--- src/rtl/nco_lo.sv ---
// Purpose: 64-bit phase-accumulator LO with 1-bit I/Q outputs and a debounced, optionally gliding, increment.
// Latency: lo_i/lo_q are registered from the pre-edge accumulator (1 cycle); a new PLL_inc takes SETTLE_CYCLES edges to be accepted.
// Backpressure: none; PLL_inc is a level that is sampled every cycle and busy reports an increment change in progress.
// Optional feature: define NCO_GLIDE_EN to ramp inc_active toward an accepted increment instead of jumping to it.
module nco_lo #(
    parameter logic [63:0] RESET_INC     = 64'h1B1B1B1B1B1B1B1,
    parameter int          SETTLE_CYCLES = 2,
    parameter int          GLIDE_SHIFT   = 4,
    parameter int          GLIDE_DIV     = 1024
) (
    input  logic        clk,
    input  logic        rst,
    input  logic [63:0] PLL_inc,
    input  logic        phase_clr,
    output logic        lo_i,
    output logic        lo_q,
    output logic [63:0] inc_active,
    output logic        busy
);

    // Out-of-range parameters are rejected at elaboration time.
    if (SETTLE_CYCLES < 1 || SETTLE_CYCLES > 255) begin : g_bad_settle
        $error("nco_lo: SETTLE_CYCLES must be within 1..255");
    end
    if (GLIDE_SHIFT < 1 || GLIDE_SHIFT > 16) begin : g_bad_shift
        $error("nco_lo: GLIDE_SHIFT must be within 1..16");
    end
    if (GLIDE_DIV < 1 || GLIDE_DIV > 65535) begin : g_bad_div
        $error("nco_lo: GLIDE_DIV must be within 1..65535");
    end

    typedef enum logic [1:0] {
        IDLE   = 2'd0,
        SETTLE = 2'd1,
        GLIDE  = 2'd2
    } state_t;

    // Acceptance happens on the edge where the candidate has been seen for
    // SETTLE_CYCLES consecutive cycles; cnt counts the cycles already seen.
    localparam logic [7:0] SETTLE_LAST = 8'(SETTLE_CYCLES - 1);

    state_t      state;
    state_t      state_nxt;
    logic [63:0] acc;
    logic [63:0] target;
    logic [63:0] target_nxt;
    logic [63:0] cand;
    logic [63:0] cand_nxt;
    logic [7:0]  cnt;
    logic [7:0]  cnt_nxt;
    logic [63:0] inc_nxt;

`ifdef NCO_GLIDE_EN
    localparam logic [15:0]        PRESC_LAST = 16'(GLIDE_DIV - 1);
    localparam logic signed [64:0] GLIDE_LIM  = 65'sd1 <<< GLIDE_SHIFT;

    logic [15:0]        presc;
    logic [15:0]        presc_nxt;
    logic signed [64:0] delta;
    logic [63:0]        glide_step;
    logic               glide_small;

    // Distance to the accepted increment; a 65-bit signed difference so both
    // directions of travel are represented without wrap.
    assign delta       = $signed({1'b0, target}) - $signed({1'b0, inc_active});
    // Arithmetic shift keeps the step strictly inside |delta|, so the ramp
    // can never pass the target; mod-2^64 add is exact because of that.
    assign glide_step  = 64'(delta >>> GLIDE_SHIFT);
    assign glide_small = (delta < GLIDE_LIM) && (delta > -GLIDE_LIM);
`endif

    assign busy = (state != IDLE);

    // Next-state logic for the increment debounce (and glide) controller.
    always_comb begin
        state_nxt  = state;
        target_nxt = target;
        cand_nxt   = cand;
        cnt_nxt    = cnt;
        inc_nxt    = inc_active;
`ifdef NCO_GLIDE_EN
        presc_nxt  = presc;
`endif
        case (state)
            IDLE: begin
                if (PLL_inc != target) begin
                    cand_nxt  = PLL_inc;
                    cnt_nxt   = 8'd1;
                    state_nxt = SETTLE;
                end
            end
            SETTLE: begin
                if (PLL_inc != cand) begin
                    // Request moved again: restart the stability count.
                    cand_nxt = PLL_inc;
                    cnt_nxt  = 8'd1;
                end else if (cnt >= SETTLE_LAST) begin
                    // Stable long enough. A request that went back to the
                    // old target is accepted too, which leaves inc_active alone.
                    target_nxt = cand;
`ifdef NCO_GLIDE_EN
                    presc_nxt  = '0;
                    state_nxt  = GLIDE;
`else
                    inc_nxt    = cand;
                    state_nxt  = IDLE;
`endif
                end else begin
                    cnt_nxt = cnt + 8'd1;
                end
            end
`ifdef NCO_GLIDE_EN
            GLIDE: begin
                if (PLL_inc != target) begin
                    // New request interrupts the ramp; inc_active freezes.
                    cand_nxt  = PLL_inc;
                    cnt_nxt   = 8'd1;
                    state_nxt = SETTLE;
                end else if (presc == PRESC_LAST) begin
                    presc_nxt = '0;
                    if (glide_small) begin
                        inc_nxt   = target;
                        state_nxt = IDLE;
                    end else begin
                        inc_nxt = inc_active + glide_step;
                    end
                end else begin
                    presc_nxt = presc + 16'd1;
                end
            end
`endif
            default: begin
                state_nxt = IDLE;
            end
        endcase
    end

    // Controller state registers; reset wins over every transition.
    always_ff @(posedge clk) begin
        if (rst) begin
            state      <= IDLE;
            target     <= RESET_INC;
            cand       <= RESET_INC;
            cnt        <= 8'd0;
            inc_active <= RESET_INC;
        end else begin
            state      <= state_nxt;
            target     <= target_nxt;
            cand       <= cand_nxt;
            cnt        <= cnt_nxt;
            inc_active <= inc_nxt;
        end
    end

`ifdef NCO_GLIDE_EN
    // Glide prescaler; restarted on every entry into GLIDE.
    always_ff @(posedge clk) begin
        if (rst) begin
            presc <= '0;
        end else begin
            presc <= presc_nxt;
        end
    end
`endif

    // Phase accumulator, free-running modulo 2^64; phase_clr only zeroes the phase.
    always_ff @(posedge clk) begin
        if (rst) begin
            acc <= '0;
        end else if (phase_clr) begin
            acc <= '0;
        end else begin
            acc <= acc + inc_active;
        end
    end

    // I/Q squares from the top two phase bits: I is the half-cycle bit,
    // Q leads by a quarter turn.
    always_ff @(posedge clk) begin
        if (rst) begin
            lo_i <= 1'b0;
            lo_q <= 1'b0;
        end else begin
            lo_i <= acc[63];
            lo_q <= acc[63] ^ acc[62];
        end
    end

endmodule

--- config.mk ---
export PLATFORM = sky130hd
export DESIGN_NAME = nco_lo
export DESIGN_NICKNAME = d
export VERILOG_FILES = /design/src/rtl/nco_lo.sv
export SDC_FILE = /design/constraint.sdc
export NUM_CORES = 1
export LEC_CHECK = 0
export ABC_AREA = 0
export CELL_PAD_IN_SITES_DETAIL_PLACEMENT = 1
export CELL_PAD_IN_SITES_GLOBAL_PLACEMENT = 2
export CORE_ASPECT_RATIO = 1.25
export CORE_MARGIN = 4
export CORE_UTILIZATION = 37
export CTS_CLUSTER_DIAMETER = 30
export DETAILED_ROUTE_END_ITERATION = 7
export PLACE_DENSITY = 0.92
export SETUP_SLACK_MARGIN = 0.5
export SLEW_MARGIN = 40
export SYNTH_ARGS = -nofsm -noshare
export SYNTH_HDL_FRONTEND = slang
export SYNTH_SLANG_ARGS = --single-unit
--- constraint.sdc ---
create_clock -name clk -period 6.43 [get_ports clk]
set_input_delay 0.643 -clock clk [delete_from_list [all_inputs] [get_ports clk]]
set_output_delay 0.643 -clock clk [all_outputs]
set_load 0.01 [all_outputs]
==> report_table.html <==
<table>
<tr><th>Metric</th><th>Value</th></tr>
<tr><th colspan="2">Critical path</th></tr>
<tr><td>Sort of element at the start of the critical path</td><td>flop</td></tr>
<tr><td>Worst R2R Setup Slack</td><td>2.06 ns</td></tr>
<tr><td>Arrival time worst endpoint</td><td>4.84 ns</td></tr>
<tr><td>Maximum fanout count along the critical path</td><td>5</td></tr>
<tr><td>Critical Setup Path Class</td><td>reg2reg</td></tr>
<tr><td>Cell family with the largest share of critical-path delay</td><td>compound AO/OA/AOI/OAI gates</td></tr>
<tr><td>Worst EP required</td><td>6.90 ns</td></tr>
<tr><td>Nature of the critical path endpoint</td><td>flop</td></tr>
<tr><td>Peak per-stage delay on the critical path</td><td>0.79 ns</td></tr>
<tr><td>Critical path buffer and inverter count</td><td>1</td></tr>
<tr><td>Master of the slowest instance on the critical path</td><td>sky130_fd_sc_hd__o311ai_0</td></tr>
<tr><td>CP Cell Sequence</td><td>ha_1, fa_1, a211oi_1, nor2_1, o311ai_0, buf_4, a21oi_1, a311oi_1, nand2_1, o311ai_0, a21oi_1, nor3b_1</td></tr>
<tr><th colspan="2">Power</th></tr>
<tr><td>Worst vdd rail ir drop</td><td>0.1845 mV</td></tr>
<tr><td>Overall power consumption</td><td>4.527 mW</td></tr>
<tr><td>Leak Pwr</td><td>6.074 nW</td></tr>
<tr><td>Power density of the placed cells</td><td>295.8 nW/µm²</td></tr>
<tr><th colspan="2">Run status</th></tr>
<tr><td>Run status</td><td>finished, final reports clean</td></tr>
<tr><th colspan="2">Floorplanning</th></tr>
<tr><td>Initial Util</td><td>37.79%</td></tr>
<tr><td># rows</td><td>72</td></tr>
<tr><td>Number of top-level design ports</td><td>134</td></tr>
<tr><td>Die footprint</td><td>34770 µm²</td></tr>
<tr><td>Die boundary height</td><td>207.5 µm</td></tr>
<tr><td>Core area</td><td>31170 µm²</td></tr>
<tr><td>Die width</td><td>167.6 µm</td></tr>
<tr><th colspan="2">Synthesis</th></tr>
<tr><td>Share of async-settable or async-resettable flops after synthesis</td><td>0%</td></tr>
<tr><td>Biggest area consumer among synthesized cells</td><td>sky130_fd_sc_hd__dfxtp_1</td></tr>
<tr><td>Syn. warnings</td><td>0</td></tr>
<tr><td>Primary flip-flop cell chosen by synthesis mapping</td><td>sky130_fd_sc_hd__dfxtp_1</td></tr>
<tr><td>Post-synth top area share</td><td>34.50%</td></tr>
<tr><td>Unique masters post-synth</td><td>64</td></tr>
<tr><td>Part of the Yosys area used for sequential elements</td><td>34.50%</td></tr>
<tr><td>Mean cell area of the mapped netlist</td><td>8.185 µm²</td></tr>
<tr><td>Syn_nets</td><td>1573</td></tr>
<tr><td>Main area contributors after synthesis</td><td>sky130_fd_sc_hd__dfxtp_1, sky130_fd_sc_hd__nand2_1, sky130_fd_sc_hd__ha_1</td></tr>
<tr><td>Post-Syn Area</td><td>11780 µm²</td></tr>
<tr><td>Number of synthesized register bits</td><td>203</td></tr>
<tr><td>EDFF count, synth</td><td>0</td></tr>
<tr><td>Post-synthesis instance total</td><td>1439</td></tr>
<tr><th colspan="2">Drt</th></tr>
<tr><td>Final routed DRC violation total</td><td>0</td></tr>
<tr><td>Routed wirelength normalized by instance count</td><td>22.47 µm</td></tr>
<tr><td>Antenna Nets Post-Route</td><td>0</td></tr>
<tr><td>Wirelength, routed</td><td>45440 µm</td></tr>
<tr><td>Starting DRC count in detailed routing</td><td>634</td></tr>
<tr><td>Detailed-router iteration count before antenna repair</td><td>5</td></tr>
<tr><td>Post-DR vias/cell</td><td>5.665</td></tr>
<tr><td>Via Count</td><td>11454</td></tr>
<tr><th colspan="2">GRT</th></tr>
<tr><td>Initial antenna violation count</td><td>1</td></tr>
<tr><td>Leftover overflow at the end of global routing</td><td>0</td></tr>
<tr><td>Total Routing Usage GR</td><td>25.25%</td></tr>
<tr><td>First-pass GRT wire length</td><td>69650 µm</td></tr>
<tr><td>Number of global-route vias before repair</td><td>12140</td></tr>
<tr><td>Maximum number of pins on one net before global-route repair</td><td>61</td></tr>
<tr><th colspan="2">Clock tree</th></tr>
<tr><td>Root cell of the clock tree</td><td>sky130_fd_sc_hd__clkbuf_16</td></tr>
<tr><td>Worst-path clk slew</td><td>0.05 ns</td></tr>
<tr><td>Clock tree from TritonCTS</td><td>done</td></tr>
<tr><td>Post-cts resize count</td><td>0</td></tr>
<tr><td>Number of H-tree levels</td><td>2</td></tr>
<tr><td>Number of setup buffers added after CTS</td><td>0</td></tr>
<tr><td>Clock Sink Count</td><td>203</td></tr>
<tr><td>Clock latency at the later pin of the worst-skew pair</td><td>0.57 ns</td></tr>
<tr><td>Hold-fix buffers, CTS</td><td>0</td></tr>
<tr><td>Number of buffers inserted during clock tree synthesis</td><td>50</td></tr>
<tr><td>Clock Tree Buf Depth</td><td>3</td></tr>
<tr><th colspan="2">Timing</th></tr>
<tr><td>Final hold violation count</td><td>0</td></tr>
<tr><td>Transition time at the pin with the least slew margin</td><td>0.8451 ns</td></tr>
<tr><td>Worst slew margin relative to its limit</td><td>43.66%</td></tr>
<tr><td>Maximum clock frequency</td><td>229.1 MHz</td></tr>
<tr><td>Min Clock Period, post-route</td><td>4.365 ns</td></tr>
<tr><td>Number of max-slew violations in the final report</td><td>0</td></tr>
<tr><td>Maximum clock skew at final layout</td><td>0.02057 ns</td></tr>
<tr><td>Setup TNS</td><td>0 ns</td></tr>
<tr><td>Final setup violation count</td><td>0</td></tr>
<tr><td>Part of the cycle the worst path needs</td><td>67.89%</td></tr>
<tr><td>RSZ-0062 raised after global routing</td><td>false</td></tr>
<tr><th colspan="2">Run</th></tr>
<tr><td>Maximum Capacitance Violations</td><td>0</td></tr>
<tr><th colspan="2">Layout</th></tr>
<tr><td>Commonest cells after routing, fill and taps aside</td><td>sky130_fd_sc_hd__nand2_1, sky130_fd_sc_hd__dfxtp_1, sky130_fd_sc_hd__clkdlybuf4s50_1</td></tr>
<tr><td>Antenna cells</td><td>0</td></tr>
<tr><td>Final #Nets</td><td>1708</td></tr>
<tr><td>P&amp;R area growth vs syn</td><td>29.91%</td></tr>
<tr><td>Layout cell share with drive strength beyond 1</td><td>7.368%</td></tr>
<tr><td>Most frequent standard cell in the layout excluding fill and tap cells</td><td>sky130_fd_sc_hd__nand2_1</td></tr>
<tr><th colspan="2">Place</th></tr>
<tr><td>HPWL after DPL</td><td>33450 µm</td></tr>
<tr><td>Number of buffer cells added on primary ports</td><td>133</td></tr>
<tr><td>Routability Congestion</td><td>0.9436</td></tr>
<tr><th colspan="2">Worst hold path</th></tr>
<tr><td>Kind of path behind the tightest hold check</td><td>reg2reg</td></tr>
</table>
## per-layer routing
metal  share of wire, %  up-vias  GRT usage [%]  wire length, µm
li1                   -     5356              -                -
met1                 41     5633          29.92            18700
met2                 50      349          44.86            22610
met3                4.6      114          3.810             2079
met4                4.5        2          11.28             2041
met5              0.026        -              0               12
## state kept, by name, summed over array words and instances, names as in the netlist
signal and count:
acc 64, cand 64, target 64, cnt 8, lo_i 1, lo_q 1
state 1
## worst reg2reg max path: cells and delay by family (launching register included)
family / cells / cell delay (ns)
flip-flops: 1 / 0.38
AND/OR/NAND/NOR: 3 / 0.68
AO/OA/AOI/OAI: 6 / 2.30
buffers and inverters: 1 / 0.22
adder cells (fa/ha/maj): 2 / 0.72
## area by class of cell
type | count | area (µm²)
clock buffers | 64 | 1425
clock inverters | 29 | 449.2
fillers | 3689 | 15870
inverters | 39 | 148.9
multi-input cells | 1135 | 7289
flip-flops and latches | 203 | 4064
well taps | 407 | 509.2
repair buffers | 145 | 1416
## cell families after synthesis
family | after synthesis | synth area share (%)
AOI/OAI and AO/OA | 302 | 16.32
adders and majority gates | 67 | 7.181
xor gates and xnor gates | 155 | 11.53
buffers and inverters | 101 | 3.750
muxes | 67 | 5.694
DFF | 203 | 34.50
and+or+nand+nor | 544 | 21.03
## path summary, 6_finish.rpt
kind                            startpoint       to  cells after the start
worst min-delay path                cnt[7]   cnt[7]                      2
worst max register to register   target[0]  acc[54]                     12
worst max-delay path             target[0]  acc[54]                     12
worst min register to register      cnt[7]   cnt[7]                      2
## cells in the mapped netlist (7+ instances only)
cell type,n
sky130_fd_sc_hd__nand2_1,227
sky130_fd_sc_hd__dfxtp_1,203
sky130_fd_sc_hd__nor2_1,124
sky130_fd_sc_hd__a21oi_1,112
sky130_fd_sc_hd__xnor2_1,84
sky130_fd_sc_hd__xor2_1,71
sky130_fd_sc_hd__mux2i_1,67
sky130_fd_sc_hd__ha_1,66
sky130_fd_sc_hd__clkbuf_1,51
sky130_fd_sc_hd__nand3_1,46
sky130_fd_sc_hd__o21ai_0,46
sky130_fd_sc_hd__inv_1,37
sky130_fd_sc_hd__nand4_1,32
sky130_fd_sc_hd__a21o_1,29
sky130_fd_sc_hd__nor3_1,28
sky130_fd_sc_hd__nor4_1,24
sky130_fd_sc_hd__o21bai_1,16
sky130_fd_sc_hd__and3_1,14
sky130_fd_sc_hd__o211ai_1,14
sky130_fd_sc_hd__o21a_1,10
sky130_fd_sc_hd__o22ai_1,9
sky130_fd_sc_hd__a31oi_1,8
sky130_fd_sc_hd__and2_1,8
sky130_fd_sc_hd__nand2b_1,8
sky130_fd_sc_hd__nor2b_1,8
sky130_fd_sc_hd__a41oi_1,7
## metrics by stage
| stage | hold slack (ns) | std cells | worst slack (ns) | area (µm²) | util [%] |
|---|---|---|---|---|---|
| after CTS | 0.4334 | 2022 | 2.142 | 15300 | 49.09 |
| after global placement | 0.4238 | 1929 | 2.081 | 13420 | 43.06 |
| after floorplan | 0.4085 | 1439 | 3.341 | 11780 | - |
| final | 0.4380 | 2022 | 2.065 | 15300 | 49.09 |
| after detailed placement | 0.4245 | 1929 | 1.884 | 13430 | 43.08 |
| after global routing | 0.4413 | 2022 | 1.900 | 15300 | 49.09 |
## where the power goes
part | total (mW) | switching (mW) | internal (mW)
Sequential | 1.33 | 0.0282 | 1.30
Clock | 2.81 | 0.846 | 1.96
Combinational | 0.385 | 0.229 | 0.156
Total | 4.53 | 1.10 | 3.42
Power figures use the tool's default switching activity.
